--- src/rtl/vga_pkg.sv ---
// Shared types and default 640x480@60 timing for the VGA raster generator.
package vga_pkg;

    typedef enum logic [1:0] {DISP, FP, PULSE, BP} region_t;
    typedef enum logic {IDLE, RUN} run_state_t;

    localparam int H_DISP_DEF  = 640;
    localparam int H_FP_DEF    = 16;
    localparam int H_PULSE_DEF = 96;
    localparam int H_BP_DEF    = 48;

    localparam int V_DISP_DEF  = 480;
    localparam int V_FP_DEF    = 10;
    localparam int V_PULSE_DEF = 2;
    localparam int V_BP_DEF    = 33;

endpackage

--- src/rtl/vga_axis_counter.sv ---
// One raster axis: position counter with wrap flag and region decode.
module vga_axis_counter #(
    parameter int DISP  = 640,
    parameter int FP    = 16,
    parameter int PULSE = 96,
    parameter int BP    = 48,
    localparam int TOTAL = DISP + FP + PULSE + BP,
    localparam int W     = $clog2(TOTAL)
) (
    input  logic             CLK,
    input  logic             RST,
    input  logic             step,
    input  logic             clear,
    output logic [W-1:0]     count,
    output vga_pkg::region_t region,
    output logic             wrap
);
    import vga_pkg::*;

    localparam logic [W-1:0] C_DISP_END  = W'(DISP);
    localparam logic [W-1:0] C_FP_END    = W'(DISP + FP);
    localparam logic [W-1:0] C_PULSE_END = W'(DISP + FP + PULSE);
    localparam logic [W-1:0] C_LAST      = W'(TOTAL - 1);

    logic [W-1:0] r_count;

    always_ff @(posedge CLK) begin
        if (!RST || clear) begin
            r_count <= '0;
        end else if (step) begin
            r_count <= (r_count == C_LAST) ? '0 : r_count + W'(1);
        end
    end

    always_comb begin
        region = vga_pkg::BP;
        if (r_count < C_DISP_END) begin
            region = vga_pkg::DISP;
        end else if (r_count < C_FP_END) begin
            region = vga_pkg::FP;
        end else if (r_count < C_PULSE_END) begin
            region = vga_pkg::PULSE;
        end
    end

    assign count = r_count;
    assign wrap  = (r_count == C_LAST);

endmodule

--- src/rtl/vga_timing_gen.sv ---
// Parametrised VGA/DVI raster timing generator with frame-boundary run/stop.
// Optional frame counter enabled by defining VGA_TIMING_FRAME_CNT_EN.
module vga_timing_gen
    import vga_pkg::*;
#(
    parameter int   HDISP  = H_DISP_DEF,
    parameter int   HFP    = H_FP_DEF,
    parameter int   HPULSE = H_PULSE_DEF,
    parameter int   HBP    = H_BP_DEF,
    parameter int   VDISP  = V_DISP_DEF,
    parameter int   VFP    = V_FP_DEF,
    parameter int   VPULSE = V_PULSE_DEF,
    parameter int   VBP    = V_BP_DEF,
    parameter logic HS_POL = 1'b0,
    parameter logic VS_POL = 1'b0,
`ifdef VGA_TIMING_FRAME_CNT_EN
    parameter int   FCW    = 16,
`endif
    localparam int HTOTAL = HDISP + HFP + HPULSE + HBP,
    localparam int VTOTAL = VDISP + VFP + VPULSE + VBP,
    localparam int XW     = $clog2(HTOTAL),
    localparam int YW     = $clog2(VTOTAL)
) (
    input  logic          CLK,
    input  logic          RST,
    input  logic          ENABLE,
    output logic          VGA_CLK,
    output logic          VGA_HS,
    output logic          VGA_VS,
    output logic          VGA_BLANK,
    output logic          VGA_SYNC,
    output logic          DE,
    output logic [XW-1:0] X,
    output logic [YW-1:0] Y,
    output logic          SOF,
    output logic          EOL
`ifdef VGA_TIMING_FRAME_CNT_EN
    ,
    output logic [FCW-1:0] FRAME_CNT
`endif
);

    run_state_t    r_state;
    run_state_t    w_next;
    logic          w_run;
    logic [XW-1:0] w_hc;
    logic [YW-1:0] w_vc;
    region_t       w_hreg;
    region_t       w_vreg;
    logic          w_hwrap;
    logic          w_vwrap;
    logic          w_origin;

    logic          r_hs;
    logic          r_vs;
    logic          r_de;
    logic [XW-1:0] r_x;
    logic [YW-1:0] r_y;
    logic          r_sof;
    logic          r_eol;

    assign w_run    = (r_state == RUN);
    assign w_origin = (w_hc == '0) && (w_vc == '0);

    vga_axis_counter #(
        .DISP (HDISP),
        .FP   (HFP),
        .PULSE(HPULSE),
        .BP   (HBP)
    ) u_h (
        .CLK   (CLK),
        .RST   (RST),
        .step  (w_run),
        .clear (!w_run),
        .count (w_hc),
        .region(w_hreg),
        .wrap  (w_hwrap)
    );

    vga_axis_counter #(
        .DISP (VDISP),
        .FP   (VFP),
        .PULSE(VPULSE),
        .BP   (VBP)
    ) u_v (
        .CLK   (CLK),
        .RST   (RST),
        .step  (w_run && w_hwrap),
        .clear (!w_run),
        .count (w_vc),
        .region(w_vreg),
        .wrap  (w_vwrap)
    );

    always_ff @(posedge CLK) begin
        if (!RST) begin
            r_state <= IDLE;
        end else begin
            r_state <= w_next;
        end
    end

    // Stop is only honoured on the last pixel so a frame is never truncated.
    always_comb begin
        w_next = r_state;
        unique case (r_state)
            IDLE: if (ENABLE) w_next = RUN;
            RUN:  if (w_hwrap && w_vwrap && !ENABLE) w_next = IDLE;
        endcase
    end

    always_ff @(posedge CLK) begin
        if (!RST || !w_run) begin
            r_hs  <= ~HS_POL;
            r_vs  <= ~VS_POL;
            r_de  <= 1'b0;
            r_x   <= '0;
            r_y   <= '0;
            r_sof <= 1'b0;
            r_eol <= 1'b0;
        end else begin
            r_hs  <= (w_hreg == PULSE) ? HS_POL : ~HS_POL;
            r_vs  <= (w_vreg == PULSE) ? VS_POL : ~VS_POL;
            r_de  <= (w_hreg == DISP) && (w_vreg == DISP);
            r_x   <= w_hc;
            r_y   <= w_vc;
            r_sof <= w_origin;
            r_eol <= w_hwrap;
        end
    end

`ifdef VGA_TIMING_FRAME_CNT_EN
    logic [FCW-1:0] r_fcnt;
    logic           r_seen;

    always_ff @(posedge CLK) begin
        if (!RST) begin
            r_fcnt <= '0;
            r_seen <= 1'b0;
        end else if (w_run && w_origin) begin
            if (r_seen) r_fcnt <= r_fcnt + FCW'(1);
            r_seen <= 1'b1;
        end
    end

    assign FRAME_CNT = r_fcnt;
`endif

    assign VGA_CLK   = CLK;
    assign VGA_SYNC  = 1'b0;
    assign VGA_HS    = r_hs;
    assign VGA_VS    = r_vs;
    assign VGA_BLANK = r_de;
    assign DE        = r_de;
    assign X         = r_x;
    assign Y         = r_y;
    assign SOF       = r_sof;
    assign EOL       = r_eol;

endmodule

--- config.mk ---
export PLATFORM = sky130hd
export DESIGN_NAME = vga_timing_gen
export DESIGN_NICKNAME = d
export VERILOG_FILES = /design/src/rtl/vga_pkg.sv /design/src/rtl/vga_axis_counter.sv /design/src/rtl/vga_timing_gen.sv
export SDC_FILE = /design/constraint.sdc
export NUM_CORES = 1
export LEC_CHECK = 0
export CAP_MARGIN = 10
export CORE_MARGIN = 3
export CORE_UTILIZATION = 52
export DETAILED_ROUTE_END_ITERATION = 16
export PLACE_DENSITY_LB_ADDON = 0.15
export SYNTH_ARGS = -nofsm -noshare
export SYNTH_HDL_FRONTEND = slang
export SYNTH_HIERARCHICAL = 1
export SYNTH_SLANG_ARGS = --single-unit
--- constraint.sdc ---
create_clock -name CLK -period 2.9 [get_ports CLK]
set_input_delay 0.58 -clock CLK [delete_from_list [all_inputs] [get_ports CLK]]
set_output_delay 0.58 -clock CLK [all_outputs]
set_load 0.03 [all_outputs]
==> results.yml <==
outcome:
  status: "finished, final reports clean"
critical_path:
  start_kind: "clock port"
  path_buf_inv: 3
  critPathSlowestCell: "clkdlybuf4s50_1"
  r2r_cells: 7
  path_max_fanout: 2
  crit_path_max_incr_delay_ps: 580
  worstReg2RegEnd: "u_v/count[9]"
  path_cells: "clkbuf_8 > clkbuf_8 > clkdlybuf4s50_1"
  worst_ep_required_time_ps: 2320
  end_kind: "primary output"
  crit_family: "buffers and inverters"
  worstReg2RegStart: "u_h/count[0]"
  crit_cells: 3
  cp.arrival_ps: 2250
  critPathKind: "clk -> out"
  critical_path.most_common_cell: "clkbuf_8"
  r2r_slack_ps: 140
logic_synthesis:
  yosys_register_bits: 46
  synthMuxAreaShare: 0.01048
  syn_area_per_cell_um2: 9.798
  synth_top_area_frac: 0.4820
  synthesis.nets: 201
  yosysTopAreaCell: "dfxtp_1"
  synth-simple-area-share: 0.2934
  synth_area_leaders: "dfxtp_1 (48%), and3_1 (6.9%), o31ai_1 (2.8%)"
  synth-main-ff-cell: "dfxtp_1"
  synthArstFlopShare: 0
  synthAdderAreaFrac: 0.01965
  synthesis.yosys.warnings: 6
  synth_xor_area_frac: 0.03667
  synth_top_family_by_area: "simple AND/OR/NAND/NOR gates"
  synth_cell_type_count: 43
  syn_inst: 195
  synth-compound-area-share: 0.1139
  syn-cell-area_um2: 1911
  ys_seq_area_frac: 0.4820
  synth_edf_count: 0
sta:
  fin_worst_skew_ps: 6.427
  rsz0062_at_grt: "false"
  finalSetupViolCount: 0
  holdWs_ps: 550.9
  tightest_slew_ps: 615.2
  finalHoldViolCount: 0
  drv_slew: 0
  relSlewSlack: 0.5854
  layout_setup_ws_ps: 67.41
  tns_ps: 0
floorplanning:
  fp-row-count: 21
  start_util: 0.5551
  dieWidth_um: 66.62
  die-area_um2: 4438
  num_io_pins: 31
  die_h_um: 66.62
  coreArea_um2: 3442
clocking:
  hold_buffers: 0
  cts_setup_buffers: 0
  clock_latency_ps: 390
  cts-resized-gates: 0
  cts_tree: "yes"
  clk_pin_slew_ps: 70
global_routing:
  antenna_found_initial: 0
  grt_max_degree: 33
  grt_remaining_overflow: 0
  grt_pass1_vias: 1460
  grt_pass1_wl_um: 6534
  track_usage: 0.1923
layout:
  design_area_um2: 2332
  drive_gt1_frac: 0.09375
  final_nets: 230
  final_common_cell: "dfxtp_1"
  mostFrequentLayoutCells: "dfxtp_1 (46), clkdlybuf4s50_1 (29), and3_1 (21), nand2_1 (9), clkbuf_8 (8)"
  diodes: 0
  area_delta_synth_final_pct: 22.07
  stdcell_count: 270
  utilization: 0.6776
hold_path:
  hold_start: "u_h/count[9]"
  hp-class: "reg -> reg"
  hold_depth: 2
  hold_path_end: "u_h/count[9]"
routing:
  dr_total_vias: 1556
  drt_pass1_iterations: 4
  via_per_inst: 5.763
  ant_nets: 0
  wirelength_um: 3809
  dr.first_iter.drc_count: 98
  drc_errors: 0
  wl_per_cell_um: 14.11
place:
  dp_slack_ps: 267.9
  gp_congestion: 0.9047
  postPlaceCellArea_um2: 2212
  io_buffers: 29
  hpwl_um: 2682
  placed_cells: 260
power_and_ir_drop:
  p_leak_nw: 0.8688
  peakVddDrop_mv: 0.3552
  report.power.total_mw: 1.190
  p_per_area_nw_per_um2: 510.4
run:
  cap_violations: 0
-- tightest hold or removal path: stages, from the launching register on --
cell and delay, ps:
dfxtp_1 370, o31ai_1 80, a21oi_1 60
-- kinds of logic after synthesis --
group / count (synthesis)
and+or+nand+nor: 89
DFF: 46
AOI/OAI and AO/OA: 29
buffers and inverters: 17
xor gates and xnor gates: 8
adders and majority gates: 3
muxes: 2
other: 1
-- per-layer routing --
layer	track usage	wire length [um]	part of all wire	up-vias
li1	-	-	-	772
met1	0.2437	1797	0.47	726
met2	0.3020	1759	0.46	56
met3	0.06577	239	0.063	2
met4	0.06853	12	0.0032	0
met5	0	0	0	-
-- sequential cells by signal, summed over array words and instances, names as in the netlist, 10 cells and up --
| name | cells |
|---|---|
| X | 10 |
| Y | 10 |
| u_h/count | 10 |
| u_v/count | 10 |
-- layout make-up --
class / instances / area, um^2
inverters: 5 / 18.77
clock buffers: 9 / 120.1
multi-input cells: 132 / 909.6
well taps: 46 / 57.56
flip-flops and latches: 46 / 920.9
clock inverters: 2 / 10.01
repair buffers: 30 / 295.3
fillers: 274 / 1110
-- how the worst max path moves through the flow --
stage | from | slack, ps | end
detailed placement | u_h/count[0] | 270 | u_v/count[9]
global placement | CLK | 310 | VGA_CLK
finish | CLK | 70 | VGA_CLK
CTS | CLK | 60 | VGA_CLK
global route | u_h/count[0] | 30 | u_v/count[9]
floorplan | u_h/count[0] | 670 | u_v/count[7]
-- synth_stat cells, types with 2 or more instances --
library cell and number:
o21a_1 2, nor2b_1 4, nor2_1 7, inv_1 5, nor4_1 5, nand2b_1 2
a21oi_1 6, o21ai_0 3, nand3_1 6, a211oi_2 2, nor3b_1 2, or3_1 4
o31ai_1 7, ha_1 3, nand4_1 7, nand4b_1 2, nor3_1 5, o21bai_1 2
buf_4 3, or4_1 6, a211oi_1 3, mux2i_1 2, dfxtp_1 46, xor2_1 5
nand2_1 9, and4_1 2, clkbuf_1 4, and3_1 21, buf_2 4, xnor2_1 3
-- power breakdown --
group | internal, mW | switching (mW)
sequential | 0.634 | 0.00226
combinational | 0.0152 | 0.0271
clock | 0.273 | 0.239
total | 0.922 | 0.268
No activity file was read; power rests on OpenSTA's default activity.
